**src/rtl/dmem_arbiter.sv**
```systemverilog
// -----------------------------------------------------------------------------
// dmem_arbiter
//
// Shares the single-port data memory between the CPU MEM stage and one
// external requester (debug loader / DMA). The CPU normally wins; the external
// port uses a req/gnt handshake and gets its read data back one edge after the
// grant. An optional starvation guard forces an external grant, stalling the
// CPU for that single cycle, once a request has been refused MAX_WAIT times.
//
// Build option:
//   DMEM_ARB_STARVE_GUARD_EN  defined  -> starvation counter + forced grant
//                             undefined -> strict CPU priority, no stall ever
//
// Parameters:
//   ADDR_W    byte address width on all ports
//   DATA_W    data width
//   MAX_WAIT  refused cycles before a forced grant (1..255)
//
// Ports:
//   clk, reset            clock, synchronous active-high reset
//   cpu_rd/cpu_wr         MEM-stage load/store strobes (never both high)
//   cpu_addr/cpu_wdata    MEM-stage address and store data
//   cpu_rdata             load data, straight from mem_rdata
//   cpu_stall             CPU access refused this cycle (hazard unit freezes)
//   ext_req/ext_we        external request (held until ext_gnt), 1 = write
//   ext_addr/ext_wdata    external address and write data
//   ext_gnt               external access performed this cycle
//   ext_rvalid/ext_rdata  registered read return, one-cycle valid pulse
//   mem_rd/mem_wr         memory enables
//   mem_addr/mem_wdata    memory address and write data
//   mem_rdata             memory read data (asynchronous read)
// -----------------------------------------------------------------------------
module dmem_arbiter #(
  parameter int ADDR_W   = 32,
  parameter int DATA_W   = 32,
  parameter int MAX_WAIT = 8
) (
  input  logic              clk,
  input  logic              reset,
  // CPU MEM stage
  input  logic              cpu_rd,
  input  logic              cpu_wr,
  input  logic [ADDR_W-1:0] cpu_addr,
  input  logic [DATA_W-1:0] cpu_wdata,
  output logic [DATA_W-1:0] cpu_rdata,
  output logic              cpu_stall,
  // external requester
  input  logic              ext_req,
  input  logic              ext_we,
  input  logic [ADDR_W-1:0] ext_addr,
  input  logic [DATA_W-1:0] ext_wdata,
  output logic              ext_gnt,
  output logic              ext_rvalid,
  output logic [DATA_W-1:0] ext_rdata,
  // data memory
  output logic              mem_rd,
  output logic              mem_wr,
  output logic [ADDR_W-1:0] mem_addr,
  output logic [DATA_W-1:0] mem_wdata,
  input  logic [DATA_W-1:0] mem_rdata
);

  logic              cpu_req_s;
  logic              force_s;
  logic              grant_ext_s;
  logic              ext_rvalid_r;
  logic [DATA_W-1:0] ext_rdata_r;

  assign cpu_req_s = cpu_rd | cpu_wr;

`ifdef DMEM_ARB_STARVE_GUARD_EN
  // The guard state lives entirely in wait_cnt: 0 with no request is IDLE,
  // counting while refused is WAIT, reaching MAX_WAIT is the one-cycle FORCE.
  localparam logic [7:0] MAX_WAIT_C = 8'(MAX_WAIT);

  logic [7:0] wait_cnt_r;
  logic [7:0] wait_cnt_nxt_s;

  // Next value of the starvation counter
  always_comb begin
    wait_cnt_nxt_s = wait_cnt_r;
    if (!ext_req || grant_ext_s) begin
      wait_cnt_nxt_s = 8'd0;
    end else if (wait_cnt_r != MAX_WAIT_C) begin
      wait_cnt_nxt_s = wait_cnt_r + 8'd1;
    end else begin
      wait_cnt_nxt_s = wait_cnt_r;
    end
  end

  // Starvation counter register
  always_ff @(posedge clk) begin
    if (reset) begin
      wait_cnt_r <= 8'd0;
    end else begin
      wait_cnt_r <= wait_cnt_nxt_s;
    end
  end

  // The counter only reaches MAX_WAIT while a request is still pending, and
  // the resulting grant clears it, so FORCE never lasts more than one cycle.
  assign force_s = (wait_cnt_r == MAX_WAIT_C);
`else
  assign force_s = 1'b0;
`endif

  // Reset masks the grant so no access and no read return start in a reset
  // cycle, even if the requester still holds ext_req.
  assign grant_ext_s = ~reset & ext_req & (~cpu_req_s | force_s);
  assign ext_gnt     = grant_ext_s;

`ifdef DMEM_ARB_STARVE_GUARD_EN
  assign cpu_stall = cpu_req_s & grant_ext_s;
`else
  assign cpu_stall = 1'b0;
`endif

  assign cpu_rdata = mem_rdata;

  // Memory port steering between the external requester and the CPU
  always_comb begin
    mem_rd    = 1'b0;
    mem_wr    = 1'b0;
    mem_addr  = cpu_addr;
    mem_wdata = cpu_wdata;
    if (reset) begin
      mem_rd = 1'b0;
      mem_wr = 1'b0;
    end else if (grant_ext_s) begin
      mem_rd    = ~ext_we;
      mem_wr    = ext_we;
      mem_addr  = ext_addr;
      mem_wdata = ext_wdata;
    end else begin
      mem_rd = cpu_rd;
      mem_wr = cpu_wr;
    end
  end

  // Registered read return for granted external reads
  always_ff @(posedge clk) begin
    if (reset) begin
      ext_rvalid_r <= 1'b0;
      ext_rdata_r  <= {DATA_W{1'b0}};
    end else begin
      ext_rvalid_r <= grant_ext_s & ~ext_we;
      if (grant_ext_s && !ext_we) begin
        ext_rdata_r <= mem_rdata;
      end
    end
  end

  // A reset arriving in the cycle after a read grant suppresses the pending
  // pulse immediately rather than letting it show for that cycle.
  assign ext_rvalid = ext_rvalid_r & ~reset;
  assign ext_rdata  = ext_rdata_r;

endmodule

```
**config.mk**
```make
export PLATFORM = sky130hd
export DESIGN_NAME = dmem_arbiter
export DESIGN_NICKNAME = d
export VERILOG_FILES = /design/src/rtl/dmem_arbiter.sv
export SDC_FILE = /design/constraint.sdc
export NUM_CORES = 1
export LEC_CHECK = 0
export BUFFER_PORTS_ARGS = -buffer_cell sky130_fd_sc_hd__buf_2
export CAP_MARGIN = 20
export CORE_AREA = 3 3 114 116
export DETAILED_ROUTE_END_ITERATION = 6
export DIE_AREA = 0 0 117 119
export GPL_TIMING_DRIVEN = 0
export HOLD_SLACK_MARGIN = 0.06
export PLACE_DENSITY_LB_ADDON = 0.25
export SLEW_MARGIN = 10
export SYNTH_ARGS = -nofsm -noshare
export SYNTH_HDL_FRONTEND = slang
export SYNTH_SLANG_ARGS = --single-unit
```
**constraint.sdc**
```tcl
create_clock -name clk -period 4.06 [get_ports clk]
set_input_delay 0.812 -clock clk [delete_from_list [all_inputs] [get_ports clk]]
set_output_delay 0.812 -clock clk [all_outputs]
set_load 0.01 [all_outputs]
```
Word level (Yosys, flattened, before mapping)
Index checks and enable logic that the tools add are counted.

Muxes and demuxes: 8. Bitwise logic cells: 8. Reduce and logical (&&, ||, !) cells: 2.

Operator list (count): 32-bit two-way mux (4); 1-bit bitwise AND (4); 1-bit two-way mux (4); 1-bit NOT (3); 1-bit logical AND (1); 1-bit zero test (1); 1-bit bitwise OR (1).

Flip-flop bits (word level): 33. Input port bits: 166. Output and inout port bits: 133. Logic and storage cells: 20.

Depth between registers and ports, before layout
Depth in word-level cells: 5. Depth in mapped cells: 5.

Worst setup path after synthesis
OpenSTA, ideal clock, no wires.

Path kind: input-to-output. Start: input port reset. End: output port mem_wdata[10]. Data arrival time: 2046 ps. Slack: 1202 ps. Cell stages on the path: 5. Path through: or4b_1 > clkbuf_1 > buf_6 > buf_6 > mux2_4.

Cells in the longest elaborated chain, start to end: 5.

RTL lines: from (decl) (RTL line 39) `input logic reset,`; 1-bit NOT (RTL line 109) `assign grant_ext_s = ~reset & ext_req & (~cpu_req_s | force_s);`; 1-bit bitwise AND (2 in series) (RTL line 109); 32-bit two-way mux (RTL line 129) `end else if (grant_ext_s) begin`; 32-bit two-way mux * (RTL line 126) `if (reset) begin`; to (decl) (RTL line 59) `output logic [DATA_W-1:0] mem_wdata,`.

Every way passes the cells marked *; elsewhere a longest branch is shown, timed or not.

Final worst setup path
Start: input port reset. End: output port mem_wdata[20].

The elaborated chain is that of the path after synthesis.

==> impl_metrics.yaml <==
die:
  die_area_um2: 13920
  core_um2: 12010
  chipWidth_um: 117
  num_io_pins: 299
  die_h_um: 119
  initial_core_util_pct: 21.85
  num_rows: 40
timing:
  tightestPinTransition_ps: 640.9
  fin_skew_ps: 0
  grt_setup_unrepaired: "no"
  tns_ps: 0
  setup_viol: 0
  hold_viol: 0
  drv_slew: 0
  slew_headroom_pct: 57.16
  fin_crit_sh_pct: 82.14
  layout_min_cycle_time_ps: 3335
  fmax_ghz: 0.2998
  fin_hold_ws_ps: 467.4
  worst_slack_ps: 724.9
yosys:
  synth_cells: 255
  synth_nets: 421
  ys_seq_area_share_pct: 25.17
  synth_seq_cells: 33
  yosysWarnings: 0
  avgSynthCellArea_um2: 10.29
  syn_area_um2: 2625
  yosysUniqueCellTypes: 18
pwr:
  seqPwrFrac_pct: 30.5
  p_int_uw: 824.4
  ir_drop_uv: 156.0
  cellPowerDensity_nw_per_um2: 245.1
  p_sw_uw: 271.4
  power_mw: 1.096
  clockPowerShare_pct: 40.3
  netSwitchingFraction_pct: 24.77
  p_leak_nw: 2.436
  pwr-share-comb_pct: 29.2
clocking:
  clock_sinks: 33
  clkTransAtPathRegs_ps: 50
  cts_tree: "done"
  cts_hold_buf: 0
  clock-root-buffer: "clkbuf_16"
  clock_path_buffers: 2
  h-tree-depth: 2
  insertion_delay_ps: 270
  cts-buffers-inserted: 5
  post-cts-setup-buffer-count: 0
  cts_resized: 0
detailed_routing:
  route.vias.total: 2902
  drt_iter0_drc: 69
  wirelength_um: 10150
  vias_per_cell: 4.099
  ant_nets: 0
  drtPass1Iterations: 4
  drc_errors: 0
  wl_per_cell_um: 14.34
placed_design:
  dp_slack_ps: 680.8
  placed_area_um2: 4295
  io_buffer_count: 297
  dp.cells: 699
  gp_congestion: 0.8084
  dp_hpwl_um: 8851
flow_run:
  cap_violations: 0
critical_path:
  arrival_ps: 2520
  endpoint_kind: "output pin"
  crit_fanout: 10
  reg2reg_from: "ext_rdata[30]"
  cp-start-kind: "input pin"
  cp.required_ps: 3250
  path_class: "in -> out"
  r2r_cells: 2
  reg2reg_to: "ext_rdata[30]"
  reg2reg_setup_slack_ps: 3470
layout:
  syn2layout_area_growth_pct: 70.31
  final_nets: 725
  utilization_pct: 37.22
  layout_commonest_cell: "buf_2"
  mostFrequentLayoutCells: "303 x buf_2, 64 x nand2b_1, 37 x mux2_2, 33 x buf_4, 33 x dfxtp_1"
  stdcell_area_um2: 4471
  final_cells: 708
  fillers: 1256
  layout-drive-gt1-share_pct: 73.57
min_path:
  holdPathStages: 2
  hold_path.class: "reg -> reg"
  min-delay-start: "ext_rdata[6]"
  holdPathEnd: "ext_rdata[6]"
grt:
  grt_util_all_layers_pct: 13.19
  grt_max_degree: 11
  grt_pass1_vias: 2849
  antenna_found_initial: 0
  grt.overflow.total: 0
  grt_first_pass_wirelength_um: 14650
run_status:
  outcome: "completed"
[flip-flops by register name, indices dropped and copies added, names as in the netlist]
register      cells
ext_rdata        32
ext_rvalid_r      1
[cell type report]
cell class | instances | area, um2 | area share [%]
Antenna cell | 1 | 2.502 | 0.05598
Clock inverter | 1 | 30.03 | 0.6717
Timing Repair Buffer | 297 | 1486 | 33.25
Tap cell | 147 | 183.9 | 4.114
Buffer | 51 | 352.8 | 7.893
Inverter | 3 | 11.26 | 0.2519
Multi-Input combinational cell | 168 | 1600 | 35.80
Sequential cell | 33 | 660.6 | 14.78
Clock buffer | 7 | 142.6 | 3.191
[synthesized netlist by cell type]
library cell | instances | area (um2)
a21oi_1 | 1 | 5.000
buf_2 | 6 | 30.03
buf_4 | 33 | 247.7
buf_6 | 4 | 45.04
clkbuf_1 | 8 | 30.03
conb_1 | 1 | 3.750
dfxtp_1 | 33 | 660.6
inv_1 | 3 | 11.26
mux2_2 | 37 | 416.7
mux2_4 | 27 | 405.4
mux2i_1 | 32 | 320.3
nand2b_1 | 64 | 400.4
nand3b_1 | 1 | 7.510
nor2_1 | 1 | 3.750
nor2b_1 | 1 | 6.260
nor4b_2 | 1 | 15.01
o22ai_1 | 1 | 6.260
or4b_1 | 1 | 10.01
[logic make-up after synthesis]
logic type / count (synthesis) / synth area share (%)
other: 1 / 0.1429
muxes: 96 / 43.52
AOI/OAI and AO/OA: 2 / 0.4289
buffers and inverters: 54 / 13.87
and+or+nand+nor: 69 / 16.87
DFF: 33 / 25.17
[per-layer routing]
layer  vias to the layer above  wire length, um  track usage, %
met5                         -                0               0
met4                         0              156           3.082
met3                        14              794           3.303
met2                       140             4901           21.59
met1                      1315             4302           17.32
li1                       1433                -               -
[worst max-delay path by stage]
stage,start,end,cells after the start,slack (ps)
detailed placement,reset,mem_wdata[18],7,680
global placement,reset,mem_wdata[20],7,700
finish,reset,mem_wdata[20],7,720
CTS,reset,mem_wdata[18],7,670
floorplan,reset,mem_wdata[10],5,1200
global route,reset,mem_wdata[18],7,630
[power by group through the flow]
stage | sequential, mW | clock (mW) | combinational, mW
2_1_floorplan | 0.345 | 0 | 0.156
3_3_place_gp | 0.341 | 0 | 0.320
3_5_place_dp | 0.341 | 0 | 0.323
4_1_cts | 0.335 | 0.454 | 0.325
5_1_grt | 0.335 | 0.467 | 0.349
6_report | 0.335 | 0.442 | 0.319
[worst max-delay path, stage by stage]
cell,delay (ps)
buf_2,140
or4b_1,570
clkbuf_1,200
buf_6,180
buf_6,160
mux2_4,300
buf_2,150
(Power assumes the default switching activity.)
